===== src/rtl/threshold_event_monitor_if.sv =====
`default_nettype none
// ==== threshold_event_monitor_if : sample stream, controls and status bundle -- rev 1.0 ====
interface threshold_event_monitor_if #(
   parameter int WIDTH = 4,
   parameter int CNT_W = 8
);
   logic             s_valid;
   logic             s_ready;
   logic [WIDTH-1:0] s_data;
   logic [WIDTH-1:0] thresh;
   logic             clear;
   logic             gt_flag;
   logic             alarm;
   logic [CNT_W-1:0] exceed_cnt;
   logic [WIDTH-1:0] max_val;
   logic             max_valid;

   modport master (
      output s_valid, s_data, thresh, clear,
      input  s_ready, gt_flag, alarm, exceed_cnt, max_val, max_valid
   );

   modport slave (
      input  s_valid, s_data, thresh, clear,
      output s_ready, gt_flag, alarm, exceed_cnt, max_val, max_valid
   );
endinterface
`default_nettype wire


===== src/rtl/threshold_event_monitor.sv =====
`default_nettype none
// ==== threshold_event_monitor : debounced threshold alarm with count/max stats -- rev 1.0 ====
module threshold_event_monitor #(
   parameter int WIDTH    = 4,
   parameter int DEBOUNCE = 3,
   parameter int CNT_W    = 8
) (
   input wire                       clk,
   input wire                       reset,
   threshold_event_monitor_if.slave bus
);

   typedef enum logic [1:0] {
      IDLE    = 2'd0,
      ARMING  = 2'd1,
      ALARM   = 2'd2,
      RELEASE = 2'd3
   } state_t;

   localparam logic [3:0]       c_DEB     = 4'(DEBOUNCE);
   localparam logic [CNT_W-1:0] c_CNT_MAX = '1;

   logic             a_valid_q;
   logic [WIDTH-1:0] a_data_q;
   logic [WIDTH-1:0] a_thresh_q;

   state_t           state_q, state_d;
   logic [3:0]       run_q, run_d;
   logic             gt_flag_q, gt_flag_d;
   logic [CNT_W-1:0] cnt_q, cnt_d;
   logic [WIDTH-1:0] max_q, max_d;
   logic             max_valid_q, max_valid_d;

   logic             w_gt;
   logic [4:0]       w_run_inc;
   logic             w_run_done;

   assign bus.s_ready = ~bus.clear;

   always_ff @(posedge clk) begin
      if (reset || bus.clear) begin
         a_valid_q <= 1'b0;
      end else begin
         a_valid_q <= bus.s_valid & bus.s_ready;
      end
      if (bus.s_valid && bus.s_ready) begin
         a_data_q   <= bus.s_data;
         a_thresh_q <= bus.thresh;
      end
   end

   assign w_gt       = (a_data_q > a_thresh_q);
   assign w_run_inc  = {1'b0, run_q} + 5'd1;
   assign w_run_done = (w_run_inc >= {1'b0, c_DEB});

   always_comb begin
      state_d     = state_q;
      run_d       = run_q;
      gt_flag_d   = gt_flag_q;
      cnt_d       = cnt_q;
      max_d       = max_q;
      max_valid_d = max_valid_q;
      if (a_valid_q) begin
         gt_flag_d   = w_gt;
         max_valid_d = 1'b1;
         if (w_gt && (cnt_q != c_CNT_MAX)) begin
            cnt_d = cnt_q + CNT_W'(1);
         end
         if (!max_valid_q || (a_data_q > max_q)) begin
            max_d = a_data_q;
         end
         // run counts consecutive samples that argue for leaving the current level
         case (state_q)
            IDLE: begin
               run_d = 4'd0;
               if (w_gt) begin
                  if (c_DEB == 4'd1) begin
                     state_d = ALARM;
                  end else begin
                     state_d = ARMING;
                     run_d   = 4'd1;
                  end
               end
            end
            ARMING: begin
               if (!w_gt) begin
                  state_d = IDLE;
                  run_d   = 4'd0;
               end else if (w_run_done) begin
                  state_d = ALARM;
                  run_d   = 4'd0;
               end else begin
                  run_d = w_run_inc[3:0];
               end
            end
            ALARM: begin
               run_d = 4'd0;
               if (!w_gt) begin
                  if (c_DEB == 4'd1) begin
                     state_d = IDLE;
                  end else begin
                     state_d = RELEASE;
                     run_d   = 4'd1;
                  end
               end
            end
            RELEASE: begin
               if (w_gt) begin
                  state_d = ALARM;
                  run_d   = 4'd0;
               end else if (w_run_done) begin
                  state_d = IDLE;
                  run_d   = 4'd0;
               end else begin
                  run_d = w_run_inc[3:0];
               end
            end
            default: begin
               state_d = IDLE;
               run_d   = 4'd0;
            end
         endcase
      end
   end

   always_ff @(posedge clk) begin
      if (reset || bus.clear) begin
         state_q     <= IDLE;
         run_q       <= 4'd0;
         gt_flag_q   <= 1'b0;
         cnt_q       <= '0;
         max_q       <= '0;
         max_valid_q <= 1'b0;
      end else begin
         state_q     <= state_d;
         run_q       <= run_d;
         gt_flag_q   <= gt_flag_d;
         cnt_q       <= cnt_d;
         max_q       <= max_d;
         max_valid_q <= max_valid_d;
      end
   end

   assign bus.gt_flag    = gt_flag_q;
   assign bus.alarm      = (state_q == ALARM) || (state_q == RELEASE);
   assign bus.exceed_cnt = cnt_q;
   assign bus.max_val    = max_q;
   assign bus.max_valid  = max_valid_q;

endmodule
`default_nettype wire

===== src/flat_wrapper.sv =====
// flat-port wrapper written by rule: the top's interface ports become plain ports
module threshold_event_monitor_flat 
#(
   parameter int WIDTH    = 4,
   parameter int DEBOUNCE = 3,
   parameter int CNT_W    = 8
)
  (clk, reset, bus_s_valid, bus_s_data, bus_thresh, bus_clear, bus_s_ready, bus_gt_flag, bus_alarm, bus_exceed_cnt, bus_max_val, bus_max_valid);
  threshold_event_monitor_if #(.WIDTH(WIDTH), .CNT_W(CNT_W)) bus_i ();
  input wire clk;
  input wire reset;
  input wire logic [$bits(bus_i.s_valid)-1:0] bus_s_valid;
  input wire logic [$bits(bus_i.s_data)-1:0] bus_s_data;
  input wire logic [$bits(bus_i.thresh)-1:0] bus_thresh;
  input wire logic [$bits(bus_i.clear)-1:0] bus_clear;
  output wire logic [$bits(bus_i.s_ready)-1:0] bus_s_ready;
  output wire logic [$bits(bus_i.gt_flag)-1:0] bus_gt_flag;
  output wire logic [$bits(bus_i.alarm)-1:0] bus_alarm;
  output wire logic [$bits(bus_i.exceed_cnt)-1:0] bus_exceed_cnt;
  output wire logic [$bits(bus_i.max_val)-1:0] bus_max_val;
  output wire logic [$bits(bus_i.max_valid)-1:0] bus_max_valid;
  assign bus_i.s_valid = bus_s_valid;
  assign bus_i.s_data = bus_s_data;
  assign bus_i.thresh = bus_thresh;
  assign bus_i.clear = bus_clear;
  assign bus_s_ready = bus_i.s_ready;
  assign bus_gt_flag = bus_i.gt_flag;
  assign bus_alarm = bus_i.alarm;
  assign bus_exceed_cnt = bus_i.exceed_cnt;
  assign bus_max_val = bus_i.max_val;
  assign bus_max_valid = bus_i.max_valid;
  threshold_event_monitor #(.WIDTH(WIDTH), .DEBOUNCE(DEBOUNCE), .CNT_W(CNT_W)) u_core (.clk(clk), .reset(reset), .bus(bus_i));
endmodule

===== config.mk =====
export PLATFORM = sky130hd
export DESIGN_NAME = threshold_event_monitor_flat
export DESIGN_NICKNAME = d
export VERILOG_FILES = /design/src/rtl/threshold_event_monitor_if.sv /design/src/rtl/threshold_event_monitor.sv /design/src/flat_wrapper.sv
export SDC_FILE = /design/constraint.sdc
export NUM_CORES = 1
export LEC_CHECK = 0
export BUFFER_PORTS_ARGS = -buffer_cell sky130_fd_sc_hd__buf_2
export CAP_MARGIN = 20
export CORE_MARGIN = 2
export CORE_UTILIZATION = 50
export CTS_CLUSTER_SIZE = 25
export DETAILED_ROUTE_END_ITERATION = 7
export GPL_TIMING_DRIVEN = 0
export PLACE_DENSITY = 0.77
export SYNTH_ARGS = -nofsm -noshare
export SYNTH_HDL_FRONTEND = slang
export SYNTH_SLANG_ARGS = --single-unit
export TNS_END_PERCENT = 5

===== constraint.sdc =====
create_clock -name clk -period 2.5 [get_ports clk]
set_input_delay 0.125 -clock clk [delete_from_list [all_inputs] [get_ports clk]]
set_output_delay 0.125 -clock clk [all_outputs]
set_load 0.02 [all_outputs]

# Word level (Yosys, flattened, before mapping)
# Index checks and enable logic that the tools add are counted.
dict set report word_totals {
  word_cells 47
  regBits 29
}
dict set report classes {
  eq_ne 8
  addsub 2
  n_lt_le_gt_ge 3
  n_bitwise 2
  reduce_logical 10
  muxes 13
}
# cell count
set op_table {}
lappend op_table {{4-bit case mux with 4 select lines} 1}
lappend op_table {{2-bit 2-to-1 mux} 6}
lappend op_table {{4-bit 2-to-1 mux} 3}
lappend op_table {{8-bit by 1-bit adder with 8-bit output, second input constant} 1}
lappend op_table {{4-bit > comparator} 2}
lappend op_table {{8-bit != test, second input constant} 1}
lappend op_table {{2-bit case mux with 4 select lines} 1}
lappend op_table {{4-bit by 1-bit adder with 5-bit output, second input constant} 1}
lappend op_table {{5-bit by 2-bit greater-or-equal comparator with 1-bit output, second input constant} 1}
lappend op_table {{5-bit AND reduction} 1}
lappend op_table {{2-bit == test, second input constant} 2}
lappend op_table {{2-bit AND reduction} 2}
lappend op_table {{1-bit logical OR} 3}
lappend op_table {{3-bit by 1-bit != test with 1-bit output, second input constant} 1}
lappend op_table {{3-bit != test, second input constant} 1}
lappend op_table {{2-bit by 1-bit == test with 1-bit output, second input constant} 1}
lappend op_table {{1-bit logical AND} 2}
lappend op_table {{2-bit zero test} 1}
lappend op_table {{1-bit 2-to-1 mux} 2}
lappend op_table {{2-bit by 1-bit != test with 1-bit output, second input constant} 1}
lappend op_table {{2-bit != test, second input constant} 1}
lappend op_table {{1-bit AND} 1}
lappend op_table {{1-bit zero test} 1}
lappend op_table {{1-bit NOT} 1}

# Longest topological paths before layout
dict set report depth {
  depth_word 5
  ltp_mapped 7
}

# Worst setup path after synthesis
# OpenSTA, ideal clock, no wires.
dict set report synth_path {
  path_kind {flip-flop to flip-flop}
  start {register u_core.a_data_q[2]}
  end {register u_core.cnt_q[5], in the netlist u_core.bus.exceed_cnt[5]}
  setup_ps 71
  t_arrival_ps 1951
  path_stages_with_launch 7
  synth_period_minus_slack_ps 2022
  required_time_ps 2429
  setup_slack_ps 478
  path_cell_list {edfxtp_1 > ha_1 > and4_4 > a211oi_4 > nand2_2 > or4_1 > a21oi_1}
}
dict set report synth_via {
  elab_chain_cells 3
}
# item line
set synth_rtl {}
lappend synth_rtl {{start: declaration} threshold_event_monitor.sv:24} ;# logic [WIDTH-1:0] a_data_q;
lappend synth_rtl {{start signal: assignment} threshold_event_monitor.sv:47} ;# a_data_q <= bus.s_data;
lappend synth_rtl {{4-bit > comparator} threshold_event_monitor.sv:52} ;# assign w_gt = (a_data_q > a_thresh_q);
lappend synth_rtl {{1-bit logical AND} threshold_event_monitor.sv:66} ;# if (w_gt && (cnt_q != c_CNT_MAX)) begin
lappend synth_rtl {{2-bit AND reduction (no source line)} n/a}
lappend synth_rtl {{end signal: assignment} threshold_event_monitor.sv:138} ;# cnt_q <= cnt_d;
lappend synth_rtl {{end: declaration} threshold_event_monitor.sv:30} ;# logic [CNT_W-1:0] cnt_q, cnt_d;
# Every way passes these cells.
# A chain may end at the register's enable or synchronous reset.

# Worst setup path after layout
dict set report layout_path {
  start {register u_core.a_data_q[2]}
  end {register u_core.cnt_q[3], in the netlist u_core.bus.exceed_cnt[3]}
}
# Same word-level chain as after synthesis.

==> flow_metrics.tcl <==
set metrics [dict create \
    holdWs_ns 0.137 \
    tightest_slew_ns 0.806 \
    crit_path_end_kind "flop" \
    path_cells "ha_1 -> and4_4 -> a211oi_4 -> nand3_1 -> o311ai_0 -> o41ai_1" \
    synth_largest_area_cell "dfxtp_1" \
    p_per_area_nw_per_um2 534 \
    crit_type "flop to flop" \
    setup_viol_count_final 0 \
    crit_fanout 7 \
    synthesis.nets 159 \
    diodes 0 \
    dr.pass1.iters 4 \
    post_cts_buffers 0 \
    grt-ovfl-total 0 \
    cts-root-buf "clkbuf_4" \
    drive_gt1_share_pct 21.1 \
    cts_inserted_buffers 5 \
    outcome "complete, no violations" \
    layout_setup_ws_ns 0.244 \
    drt_iter0_markers 41 \
    vias_per_cell 5.44 \
    netlist_area_um2 1360 \
    critPathRequiredTime_ns 2.70 \
    p_leak_nw 0.750 \
    grt_pass1_wl_um 4790 \
    hpwlAfterDp_um 1960 \
    post-route-drc-count 0 \
    maxCapViolations 0 \
    dieArea_um2 3160 \
    htree_levels 2 \
    dp.cells 193 \
    ant_nets 0 \
    ys_ff_latch 29 \
    portBuffers 27 \
    max-clock-path-buffers 2 \
    vias 1143 \
    cts_tree "done" \
    final_core_util_pct 66.8 \
    first_global_vias 1082 \
    clock-sinks 29 \
    seq_area_frac_synth_pct 48.4 \
    cp-start-kind "flop" \
    start_util_pct 54.1 \
    die_height_um 56.2 \
    period_needed_ns 2.26 \
    hp-class "input port to flop" \
    ys.warnings.count 0 \
    grt_max_degree 11 \
    track_usage_pct 19.5 \
    instances_no_fill 210 \
    place.gp.congestion 0.804 \
    fmax_mhz 443 \
    rows 18 \
    routed_wl_um 2800 \
    postSynthCellCount 136 \
    crit_slowest_cell "edfxtp_1" \
    max-vdd-ir-drop_uv 484 \
    coreArea_um2 2520 \
    yosysTopAreaCellShare_pct 30.8 \
    clk_latency_ns 0.32 \
    ys_types 36 \
    period_share_pct 90.3 \
    area_delta_synth_final_pct 23.6 \
    grt_setup_unrepaired "false" \
    synthTopCellsByArea "dfxtp_1 (31%), edfxtp_1 (18%), ha_1 (10%)" \
    layout.nets 202 \
    fin_skew_ns 0.00422 \
    slew_headroom_pct 45.4 \
    die_x_um 56.2 \
    routedWlPerCell_um 13.3 \
    pre_cts_ws_ns 0.275 \
    drv_slew 0 \
    clk_pin_slew_ns 0.09 \
    setup_tns_ns 0 \
    slowest_delay_ns 0.45 \
    cp_data_arrival_time_ns 2.45 \
    antenna_found_initial 0 \
    syn_area_per_cell_um2 10.0 \
    io_pins 28 \
    hold_viol 0 \
]
## final cells by class
cell class | count | area, um^2
well taps | 30 | 37.5
plain buffers | 3 | 11.3
flip-flops and latches | 29 | 661
fillers | 218 | 837
inverters | 12 | 45.0
clock buffers | 8 | 58.8
multi-input cells | 92 | 647
repair buffers | 36 | 225
## final timing paths
path,from,endpoint,slack (ns),cells after the start
worst max-delay path,u_core.a_data_q[2],u_core.bus.exceed_cnt[3],0.24,6
worst min-delay path,bus_clear,u_core.bus.exceed_cnt[3],0.14,3
worst max register to register,u_core.a_data_q[2],u_core.bus.exceed_cnt[3],0.24,6
worst min register to register,u_core.bus.gt_flag,u_core.bus.gt_flag,0.48,2
## synthesized netlist by cell type, drive strengths merged
cell type	instances
nand2	9
edfxtp	8
and3	3
a22o	3
and2	2
nor3b	1
dfxtp	21
nand3	5
xor2	3
clkbuf	3
o311ai	2
nor4	1
a211oi	3
xnor2	1
or4	1
nor2b	2
nand4	4
nor2	16
or2	1
o31a	1
nand3b	1
o41ai	1
ha	11
mux2i	6
and4	2
o21ai	4
or3	1
nand2b	2
o31ai	1
a21oi	4
nor3	1
inv	12
## registers in the layout, indices dropped and copies added, names as in the netlist, named ones only
name and flops:
u_core.bus.max_valid 1, u_core.a_valid_q 1, u_core.a_thresh_q 4, u_core.run_q 4, u_core.bus.exceed_cnt 8, u_core.bus.gt_flag 1
u_core.a_data_q 4, u_core.bus.max_val 4, u_core.state_q 1
## critical path: cells and delay by family, from the launching register on
family                   cells  cell delay [ns]
AND/OR/NAND/NOR              2             0.49
adder cells (fa/ha/maj)      1             0.33
flip-flops                   1             0.45
AO/OA/AOI/OAI                3             0.86
## repair_timing
action                                 CTS  global route
hold buffers                             9             0
endpoints found under the hold margin    9             0
gates resized for setup                  0             0
## power breakdown
group,switching [mW],internal (mW),total (mW)
registers,0.00785,0.495,0.503
clock network,0.162,0.139,0.301
logic,0.0522,0.0438,0.0960
## cells by family after synthesis
family | after synthesis | share of synthesized area (%)
muxes | 6 | 4.40
AOI/OAI and AO/OA | 19 | 10.6
buffers and inverters | 15 | 4.13
and+or+nand+nor | 52 | 19.7
DFF | 29 | 48.4
adders and majority gates | 11 | 10.1
xor gates and xnor gates | 4 | 2.57
## metal layers
layer  up-vias  wire length [um]  GRT usage (%)
li1        567                 -              -
met1       530              1230           24.0
met2        38              1360           31.1
met3         8               149           6.51
met4         0                57           8.50
met5         -                 0              0
## layout by cell type, fill, tap and decap left out, types with 2 or more instances in the layout
| cell type | instances |
|---|---|
| clkbuf_4 | 5 |
| ha_1 | 11 |
| a22o_1 | 3 |
| nand3_1 | 5 |
| and3_1 | 3 |
| and2_1 | 2 |
| a21oi_1 | 4 |
| clkbuf_1 | 5 |
| a211oi_1 | 2 |
| nand2b_1 | 2 |
| o21ai_0 | 4 |
| nor2_1 | 16 |
| dlygate4sd3_1 | 9 |
| mux2i_1 | 6 |
| nor2b_1 | 2 |
| nand4_1 | 4 |
| buf_2 | 27 |
| xor2_1 | 3 |
| edfxtp_1 | 8 |
| inv_1 | 12 |
| nand2_1 | 8 |
| dfxtp_1 | 21 |
## per-stage QoR
stage / total power [mW] / instance area, um^2
final: 0.900 / 1690
after global routing: 0.942 / 1690
after CTS: 0.902 / 1690
after detailed placement: 0.598 / 1540
after global placement: 0.593 / 1540
after floorplan: 0.570 / 1360
Note: power is estimated with default switching activity, not from simulation.
